$ cat src/rtl/pipe_hazard_ctrl.sv
// pipe_hazard_ctrl: hazard and sequencing control for the 5-stage MIPS pipeline.
// Produces the IF/ID/PC stall, the IF/ID flush and the ID/EX bubble. It detects
// load-use hazards and branch/jump redirects, and tracks the multi-cycle
// mult/div unit so that dependent HI/LO instructions are held in ID until done.
// State updates on the falling clock edge, matching the pipeline registers.
// Optional build macro PIPE_HAZARD_STATS_EN adds a 32-bit stall_cycles counter.
//
//   state      | meaning
//   ST_RUN     | no mult/div in flight
//   ST_MD_WAIT | mult/div busy, md_cnt_q counts remaining cycles down to 0
module pipe_hazard_ctrl #(
  parameter int unsigned MD_CYCLES = 32
) (
  input  logic        clk,
  input  logic        reset,
  input  logic [31:0] ifid_instr,
  input  logic        idex_mem_read,
  input  logic [4:0]  idex_rt,
  input  logic        ex_redirect,
  input  logic        ex_md_start,
  output logic        cu_stall,
  output logic        cu_flush,
  output logic        idex_bubble,
  output logic        md_busy
`ifdef PIPE_HAZARD_STATS_EN
  ,
  output logic [31:0] stall_cycles
`endif
);

  typedef enum logic {ST_RUN, ST_MD_WAIT} state_t;

  localparam logic [5:0] MD_LOAD = 6'(MD_CYCLES - 1);

  state_t     state_q, state_d;
  logic [5:0] md_cnt_q, md_cnt_d;

  logic [5:0] op;
  logic [5:0] funct;
  logic [4:0] rs;
  logic [4:0] rt;
  logic       uses_rt;
  logic       md_dep;
  logic       lu;
  logic       md_hold;
  logic       unused_instr_bits;

  assign op    = ifid_instr[31:26];
  assign rs    = ifid_instr[25:21];
  assign rt    = ifid_instr[20:16];
  assign funct = ifid_instr[5:0];
  assign unused_instr_bits = ^ifid_instr[15:6];

  // Decode which source fields of the ID instruction are really read.
  always_comb begin
    uses_rt = (op == 6'h00) || (op == 6'h04) || (op == 6'h05) ||
              ((op >= 6'h28) && (op <= 6'h2B));
    md_dep  = (op == 6'h00) &&
              (((funct >= 6'h10) && (funct <= 6'h13)) ||
               ((funct >= 6'h18) && (funct <= 6'h1B)));
  end

  // $0 is hard-wired, so a load into it never creates a dependency.
  assign lu = idex_mem_read && (idex_rt != 5'd0) &&
              ((idex_rt == rs) || (uses_rt && (idex_rt == rt)));
  assign md_hold = (state_q == ST_MD_WAIT) && md_dep;
  assign md_busy = (state_q == ST_MD_WAIT);

  // Mult/div sequencing: a start in ST_MD_WAIT is ignored, redirects do not abort.
  always_comb begin
    state_d  = state_q;
    md_cnt_d = md_cnt_q;
    case (state_q)
      ST_RUN: begin
        if (ex_md_start) begin
          state_d  = ST_MD_WAIT;
          md_cnt_d = MD_LOAD;
        end
      end
      ST_MD_WAIT: begin
        if (md_cnt_q == 6'd0) begin
          state_d = ST_RUN;
        end else begin
          md_cnt_d = md_cnt_q - 6'd1;
        end
      end
      default: begin
        state_d  = ST_RUN;
        md_cnt_d = 6'd0;
      end
    endcase
  end

  // State register, falling edge like the pipeline registers.
  always_ff @(negedge clk or posedge reset) begin
    if (reset) begin
      state_q  <= ST_RUN;
      md_cnt_q <= 6'd0;
    end else begin
      state_q  <= state_d;
      md_cnt_q <= md_cnt_d;
    end
  end

  // Control outputs: a redirect kills the wrong-path ID instruction before any stall.
  always_comb begin
    cu_stall    = 1'b0;
    cu_flush    = 1'b0;
    idex_bubble = 1'b0;
    if (!reset) begin
      if (ex_redirect) begin
        cu_flush    = 1'b1;
        idex_bubble = 1'b1;
      end else if (lu || md_hold) begin
        cu_stall    = 1'b1;
        idex_bubble = 1'b1;
      end
    end
  end

`ifdef PIPE_HAZARD_STATS_EN
  logic [31:0] stall_cycles_q, stall_cycles_d;

  // Free-running stall counter, wraps naturally at 2^32.
  always_comb begin
    stall_cycles_d = stall_cycles_q;
    if (cu_stall) stall_cycles_d = stall_cycles_q + 32'd1;
  end

  // Stall counter register.
  always_ff @(negedge clk or posedge reset) begin
    if (reset) stall_cycles_q <= 32'd0;
    else       stall_cycles_q <= stall_cycles_d;
  end

  assign stall_cycles = stall_cycles_q;
`endif

endmodule

$ cat config.mk
export PLATFORM = sky130hd
export DESIGN_NAME = pipe_hazard_ctrl
export DESIGN_NICKNAME = d
export VERILOG_FILES = /design/src/rtl/pipe_hazard_ctrl.sv
export SDC_FILE = /design/constraint.sdc
export NUM_CORES = 1
export LEC_CHECK = 0
export CAP_MARGIN = 10
export CORE_UTILIZATION = 29
export CTS_CLUSTER_SIZE = 25
export DETAILED_ROUTE_END_ITERATION = 10
export MAX_ROUTING_LAYER = met4
export PLACE_DENSITY = 0.72
export SLEW_MARGIN = 15
export SYNTH_ARGS = -nofsm -noshare
export SYNTH_HDL_FRONTEND = slang
export SYNTH_SLANG_ARGS = --single-unit
$ cat constraint.sdc
create_clock -name clk -period 1.55 [get_ports clk]
set_input_delay 0.31 -clock clk [delete_from_list [all_inputs] [get_ports clk]]
set_output_delay 0.31 -clock clk [all_outputs]
set_load 0.01 [all_outputs]
==> run metrics, run 1 <==
result of the run finished with violations; violated checks setup timing; Worst Setup Start Kind flip-flop; ports placed on the boundary 46; CP Data Required Time 1.24 ns; standard-cell rows 16; number of clock sinks seen by CTS 7; kind of path behind the tightest hold check reg2reg; area fraction of the dominant cell type after synthesis 29.4%; critical hold path startpoint md_cnt_q[0]; worst hold path cell count 1; H-Tree Level Count 1; slew of the pin with the lowest slew margin 0.271 ns; Final Slew Violations 0; share of the core filled with cells in the final layout 57.3%; synthesized area 596 µm²; Yosys Warn Count 0; most common library cell in the layout ignoring fill and taps clkdlybuf4s50_1; commonest cells after routing, fill and taps aside clkdlybuf4s50_1, buf_4, inv_1, dfrtn_1, xnor2_1; most used flip-flop cell after synthesis dfrtn_1; power density cells 1050 mW/mm²; number of clock buffers inserted by TritonCTS 3; overall routing resource usage 18.0%; highest fanout seen on the critical path 2; first drt pass iteration count 4; Placement Cell Area 0.00107 mm²; die height 47.3 µm; setup repair after global routing missed its margin yes; register area share after synthesis 29.4%; synthesis-to-finish area growth 86.8%; combinational share of power 54.9%; NumNets Final 163; hpwl dp 1480 µm; Vias/cell 4.94; clock skew 0.00356 ns; number of storage elements in the synthesis netlist 7; post-synthesis cell count 71; setup-violating endpoint count in the final report 3; leakage component of the power 0.000472 µW; Clk network pwr share 14.2%; Clock Tree Root clkbuf_4; total congestion overflow 0; Switching Power 462 µW; dominant cells by area after synthesis dfrtn_1, xnor2_1, xor2_1, a31oi_1, inv_1; CTS tree built; mean area per synthesized cell 8.39 µm²; register clock-pin slew on the reported worst setup and hold paths 0.04 ns; CP Class reg2out; max-slew headroom at the worst pin 81.7%; switching share of power 39.5%; x dimension of the die 47.3 µm; routed wirelength normalized by instance count 12.1 µm; fin cells 145; global-route wire length before repair 2730 µm; Max Root-Sink Buffers 2; Die Footprint 0.00224 mm²; Worst-Skew Late Latency 0.26 ns; count of filler cells inserted in the layout 195; number of distinct standard cells referenced by the synthesized netlist 29; vias 716; internal portion of total power 706 µW; final estimated routing congestion in global placement 0.759; crit end category output port; global route hottest layer met2; Starting Density 30.7%; core outline area 0.00194 mm²; depth of the worst register-to-register path 6; number of failing hold endpoints at the final stage 0; number of antenna violations at the first check in global routing 0; via count of the first global-routing pass 660; ys async rst share 100%; launching instance or port of the critical path md_busy; fraction of met1 tracks used by global routing 19.9%; largest net degree at the start of global routing 11; Critical Path AT 2.35 ns; Post-synth EDFFs 0; IR drop worst, VDD 856 µV; count of input and output buffers 32; number of violations reported at the end of detailed-routing iteration 0 26; library cell occupying the most area in the post-synthesis netlist dfrtn_1; register share of total power 30.9%; DP Cell Count 141; # DRC 0; slack of the critical path -1.11 ns; share of post-route cells with drive strength above 1 25.4%; GR Util met2 31.8%; Mapped Nets 115; WL final 1760 µm; Post-Layout Inst Area 0.00111 mm²; diode count 0; DRT antenna net count 0; beginning of the worst register-to-register path md_cnt_q[0]; count of maximum capacitance violations 0; power after layout 1170 µW; met3 track demand over resource 4.62%
## cell type report
cell class	instances	area (µm²)	share of cell area, %
Clock buffer	4	26.3	2.36
Inverter	7	26.3	2.36
Multi-Input combinational cell	56	438	39.4
Sequential cell	7	175	15.7
Tap cell	27	33.8	3.04
Timing Repair Buffer	44	413	37.1
## path summary, 6_finish.rpt
check / endpoint / slack, ns
min: md_cnt_q[0] / 0.47
min reg2reg: md_cnt_q[0] / 0.47
max reg2reg: md_cnt_q[4] / 0.18
max in group asynchronous: md_cnt_q[2] / 0.53
max: cu_stall / -1.11
min in group asynchronous: md_busy / 0.89
## per-layer routing
layer,wire (µm),up-vias
met3,85,4
met5,0,-
met1,710,330
met2,935,23
met4,24,0
li1,-,359
## stage by stage
step	TNS, ns	hold WS [ns]	setup WS, ns
finish	-2.77	0.467	-1.11
global route	-3.00	0.503	-1.21
CTS	-2.78	0.452	-1.12
detailed placement	-7.34	0.450	-1.24
global placement	-6.98	0.445	-1.22
floorplan	-1.78	0.416	-0.924
## synth_stat cells, types with 2 or more instances
cell / n
nor2_1: 4
nand3_1: 2
dfrtn_1: 7
nand4_1: 2
nor3_1: 3
xnor2_1: 6
ha_1: 2
nand2_1: 6
xor2_1: 4
nand2b_1: 2
o21ai_0: 5
a31oi_1: 5
inv_1: 7
## critical path: stages, from the launching register on
cell and delay [ns]:
dfrtn_1 0.40, nor4bb_4 0.21, nand3_1 0.13, a211o_1 0.28
a31oi_2 0.13, buf_2 0.15
## repair_timing
item / in CTS / in global routing
setup buffers: 0 / 0
endpoints found under the setup margin: 11 / 5
hold buffers: 0 / 0
endpoints found under the hold margin: 0 / 0
gates resized for setup: 21 / 2
pin swaps: 4 / 1
## power by group through the flow
stage	Combinational, µW	Sequential [µW]	Clock [µW]
finish	641	361	166
global route	708	371	177
CTS	628	350	172
detailed placement	610	353	0
global placement	588	348	0
floorplan	382	342	0
## state kept, by name, indices dropped and copies added (netlist names)
signal / cells
md_busy: 1
md_cnt_q: 6
## kinds of logic after synthesis
logic type,count (synthesis),share of synthesized area (%)
compound gates,19,21.6
xor+xnor,10,14.7
fa+ha+maj,2,4.20
buf+inv,8,5.67
flops,7,29.4
simple gates,25,24.4
Note: power is estimated with default switching activity, not from simulation.
==> inputs of run 2 (changes only) <==
--- a/config.mk
+++ b/config.mk
@@ -11,6 +11,7 @@
 export DETAILED_ROUTE_END_ITERATION = 10
 export MAX_ROUTING_LAYER = met4
 export PLACE_DENSITY = 0.72
+export REMOVE_ABC_BUFFERS = 1
 export SLEW_MARGIN = 15
 export SYNTH_ARGS = -nofsm -noshare
 export SYNTH_HDL_FRONTEND = slang
==> run metrics, run 2 (synthesis results as in run 1) <==
largest net degree at the start of global routing 11; number of clock buffers inserted by TritonCTS 3; standard-cell rows 16; CP Class reg2out; crit end category output port; Switching Power 466 µW; result of the run finished with violations; Clock Tree Root clkbuf_4; Max Root-Sink Buffers 2; Largest Register md_cnt_q; number of flip-flops in the largest register 6; Worst-Skew Late Latency 0.26 ns; x dimension of the die 47.3 µm; # DRC 0; synthesis-to-finish area growth 87.6%; slack of the critical path -1.15 ns; first drt pass iteration count 4; vias 735; register clock-pin slew on the reported worst setup and hold paths 0.04 ns; routed wirelength normalized by instance count 13.0 µm; clock skew 0.00471 ns; Placement Cell Area 0.00105 mm²; number of violations reported at the end of detailed-routing iteration 0 5; via count of the first global-routing pass 700; DRT antenna net count 0; setup-violating endpoint count in the final report 3; WL final 1920 µm; most common library cell in the layout ignoring fill and taps clkdlybuf4s50_1; max-slew headroom at the worst pin 77.6%; combinational share of power 55.0%; diode count 0; core outline area 0.00194 mm²; hold_ws 0.462 ns; Clk network pwr share 14.3%; commonest cells after routing, fill and taps aside clkdlybuf4s50_1, buf_4, inv_1, dfrtn_1; count of filler cells inserted in the layout 166; post-placement worst setup slack -1.35 ns; Starting Density 30.7%; number of clock sinks seen by CTS 7; hold-fix buffer count after cts 0; IR drop worst, VDD 699 µV; Die Footprint 0.00224 mm²; internal portion of total power 717 µW; global-route wire length before repair 2980 µm; Worst Setup Start Kind flip-flop; Critical Path AT 2.39 ns; CP Data Required Time 1.24 ns; H-Tree Level Count 1; total congestion overflow 0; kind of path behind the tightest hold check reg2reg; number of antenna violations at the first check in global routing 0; ports placed on the boundary 46; NumNets Final 166; power density cells 1060 mW/mm²; hpwl dp 1560 µm; share of the core filled with cells in the final layout 57.5%; setup repair after global routing missed its margin yes; CTS tree built; beginning of the worst register-to-register path md_busy; violated checks setup timing; register share of total power 30.7%; Vias/cell 4.97; launching instance or port of the critical path md_busy; die height 47.3 µm; final estimated routing congestion in global placement 0.795; Post-Layout Inst Area 0.00112 mm²; leakage component of the power 0.000477 µW; switching share of power 39.4%; critical hold path startpoint md_cnt_q[0]; number of failing hold endpoints at the final stage 0; Final Slew Violations 0; count of input and output buffers 32; slew of the pin with the lowest slew margin 0.334 ns; share of post-route cells with drive strength above 1 25.6%; overall routing resource usage 20.2%; count of maximum capacitance violations 0; highest fanout seen on the critical path 2
==> run 2: layout make-up <==
cell class	instances	area [µm²]	share of cell area, %
tap	27	33.8	3.02
multi-input combinational	56	424	38.0
timing repair buffer	47	432	38.6
clock buffer	4	26.3	2.35
sequential	7	175	15.7
inverter	7	26.3	2.35
==> run 2: layer usage <==
metal	part of all wire, %	track usage, %	up-vias
met3	4.9	6.15	6
met4	3.0	9.71	0
li1	-	-	365
met2	55	35.9	29
met1	37	19.7	335
met5	0	-	-
==> run 2: through the flow <==
| step | cells | power, µW | TNS (ns) |
|---|---|---|---|
| floorplan | 70 | 682 | -2.12 |
| global placement | 142 | 916 | -7.06 |
| detailed placement | 142 | 946 | -7.49 |
| finish | 148 | 1180 | -2.90 |
| global route | 148 | 1280 | -3.12 |
| CTS | 147 | 1160 | -2.84 |
==> run 2: final timing paths <==
| check | end | slack [ns] | depth (start not counted) |
|---|---|---|---|
| worst max-delay path | idex_bubble | -1.15 | 6 |
| worst min-delay path | md_cnt_q[0] | 0.46 | 1 |
| worst max register to register | md_cnt_q[3] | 0.13 | 5 |
| worst min register to register | md_cnt_q[0] | 0.46 | 1 |
| max in group asynchronous | md_cnt_q[1] | 0.42 | 4 |
| min in group asynchronous | md_busy | 1.00 | 4 |
==> run 2: worst max-delay path, stage by stage (launching register included) <==
cell      delay (ns)
dfrtn_1         0.40
nor4bb_4        0.21
buf_4           0.16
a31oi_2         0.11
a21o_1          0.19
a31oi_1         0.13
buf_2           0.15
==> run 2: power by group through the flow <==
stage	Clock (µW)	Sequential, µW	Combinational [µW]
2_1_floorplan	0	357	326
3_3_place_gp	0	347	569
3_5_place_dp	0	349	597
4_1_cts	170	353	639
5_1_grt	190	371	720
6_report	169	363	651
==> run 2: what timing repair did <==
action,in CTS,in global routing
gates resized for setup,24,1
setup buffers,1,1
pin swaps,3,0
endpoints found under the setup margin,11,4
hold endpoints to repair,0,0
==> inputs of run 3 (changes only) <==
--- a/config.mk
+++ b/config.mk
@@ -6,13 +6,13 @@
 export NUM_CORES = 1
 export LEC_CHECK = 0
 export CAP_MARGIN = 10
-export CORE_UTILIZATION = 29
+export CORE_UTILIZATION = 30
 export CTS_CLUSTER_SIZE = 25
 export DETAILED_ROUTE_END_ITERATION = 10
 export MAX_ROUTING_LAYER = met4
-export PLACE_DENSITY = 0.72
+export PLACE_DENSITY = 0.71
 export REMOVE_ABC_BUFFERS = 1
-export SLEW_MARGIN = 15
+export SLEW_MARGIN = 25
 export SYNTH_ARGS = -nofsm -noshare
 export SYNTH_HDL_FRONTEND = slang
 export SYNTH_SLANG_ARGS = --single-unit
==> constraint.sdc (replaced) <==
create_clock -name clk -period 2.6 [get_ports clk]
set_input_delay 0.52 -clock clk [delete_from_list [all_inputs] [get_ports clk]]
set_output_delay 0.52 -clock clk [all_outputs]
set_load 0.01 [all_outputs]
==> run metrics, run 3 (synthesis results as in run 1) <==
result of the run finished with violations; violated checks setup timing; number of violations reported at the end of detailed-routing iteration 0 18; Starting Density 33.1%; H-Tree Level Count 1; register share of total power 31.6%; highest fanout seen on the critical path 2; number of flip-flops in the largest register 6; Largest Register md_cnt_q; register area 175 µm²; NumNets Final 160; Die Footprint 0.00217 mm²; routed wirelength normalized by instance count 12.2 µm; internal portion of total power 404 µW; kind of path behind the tightest hold check reg2reg; IR drop worst, VDD 505 µV; largest net degree at the start of global routing 11; synthesis-to-finish area growth 76.7%; x dimension of the die 46.6 µm; Switching Power 263 µW; clock skew 0.0101 ns; hpwl dp 1400 µm; Placement Cell Area 1000 µm²; Final Slew Violations 0; DRT antenna net count 0; standard-cell rows 15; setup repair after global routing missed its margin yes; number of failing hold endpoints at the final stage 0; global-route wire length before repair 2670 µm; Vias/cell 4.90; crit end category output port; number of antenna violations at the first check in global routing 0; die height 46.6 µm; cell-by-cell trace of the critical path nor4bb_4 -> nand3_1 -> a211o_1 -> a31oi_1 -> buf_2; leakage component of the power 0.000449 µW; register clock-pin slew on the reported worst setup and hold paths 0.04 ns; Critical Path Slowest Stage Cell dfrtn_1; vias 686; footprint of the multi-input gates 412 µm²; setup-violating endpoint count in the final report 3; Clk network pwr share 15.2%; CP Class reg2out; Critical path buffers and inverters 1; most common library cell in the layout ignoring fill and taps clkdlybuf4s50_1; combinational share of power 53.2%; Worst-Skew Late Latency 0.27 ns; count of maximum capacitance violations 0; number of clock buffers inserted by TritonCTS 3; post-placement worst setup slack -1.05 ns; Clock Tree Root clkbuf_4; first drt pass iteration count 4; slack of the critical path -0.819 ns; Critical Path AT 2.90 ns; diode count 0; core outline area 0.00180 mm²; commonest cells after routing, fill and taps aside clkdlybuf4s50_1, buf_4, inv_1, dfrtn_1; switching share of power 39.4%; WL final 1710 µm; Max Root-Sink Buffers 2; power density cells 634 mW/mm²; share of post-route cells with drive strength above 1 18.3%; CTS tree built; via count of the first global-routing pass 625; CP Data Required Time 2.08 ns; max-slew headroom at the worst pin 63.8%; # DRC 0; slew of the pin with the lowest slew margin 0.540 ns; total congestion overflow 0; number of clock sinks seen by CTS 7; count of filler cells inserted in the layout 180; final estimated routing congestion in global placement 0.740; ports placed on the boundary 46; top cell family by delay on the critical path compound AO/OA/AOI/OAI gates; count of input and output buffers 32; Worst Setup Start Kind flip-flop; overall routing resource usage 17.9%; Largest stage delay, worst path 0.41 ns; Post-Layout Inst Area 0.00105 mm²
[run 3: power groups by stage]
stage	clock network (µW)	registers [µW]	logic [µW]
after floorplan	0	213	194
after global placement	0	205	323
after detailed placement	0	209	335
after CTS	105	208	344
after global routing	116	214	400
final	102	211	355
[run 3: cell type report]
class,count,area share [%]
clock buffers,4,2.50
inverters,7,2.50
multi-input cells,56,39.1
flip-flops and latches,7,16.6
well taps,25,2.97
repair buffers,41,36.3
[run 3: final timing paths]
| check | cells after the start | slack, ns | end | startpoint |
|---|---|---|---|---|
| min in group asynchronous | 2 | 1.78 | md_busy | reset |
| worst max register to register | 3 | 1.03 | md_cnt_q[3] | md_cnt_q[2] |
| worst min-delay path | 1 | 0.46 | md_cnt_q[0] | md_cnt_q[0] |
| worst min register to register | 1 | 0.46 | md_cnt_q[0] | md_cnt_q[0] |
| worst max-delay path | 5 | -0.82 | cu_stall | md_busy |
| max in group asynchronous | 2 | 0.56 | md_cnt_q[0] | reset |
[run 3: timing repair]
action,in CTS,in global routing
pin swaps,1,1
setup buffers,2,1
resized for setup,15,3
hold endpoints to repair,0,0
hold buffers,0,0
endpoints found under the setup margin,3,6
[run 3: routing by layer]
metal / share of wire, % / GRT usage [%] / up-vias
li1: - / - / 350
met1: 45 / 23.0 / 315
met2: 49 / 27.8 / 21
met3: 5.2 / 6.27 / 0
met4: 0 / 1.76 / 0
met5: 0 / - / -
[run 3: metrics by stage]
stage / std cells / hold WS (ns) / utilization (%) / total power (µW) / setup TNS, ns
6_report: 140 / 0.462 / 58.4 / 667 / -1.75
5_1_grt: 140 / 0.486 / 58.4 / 730 / -2.00
4_1_cts: 140 / 0.466 / 57.7 / 656 / -1.71
3_5_place_dp: 135 / 0.466 / 55.5 / 544 / -3.51
3_3_place_gp: 135 / 0.447 / 55.5 / 528 / -3.36
2_1_floorplan: 70 / 0.416 / - / 407 / -1.32
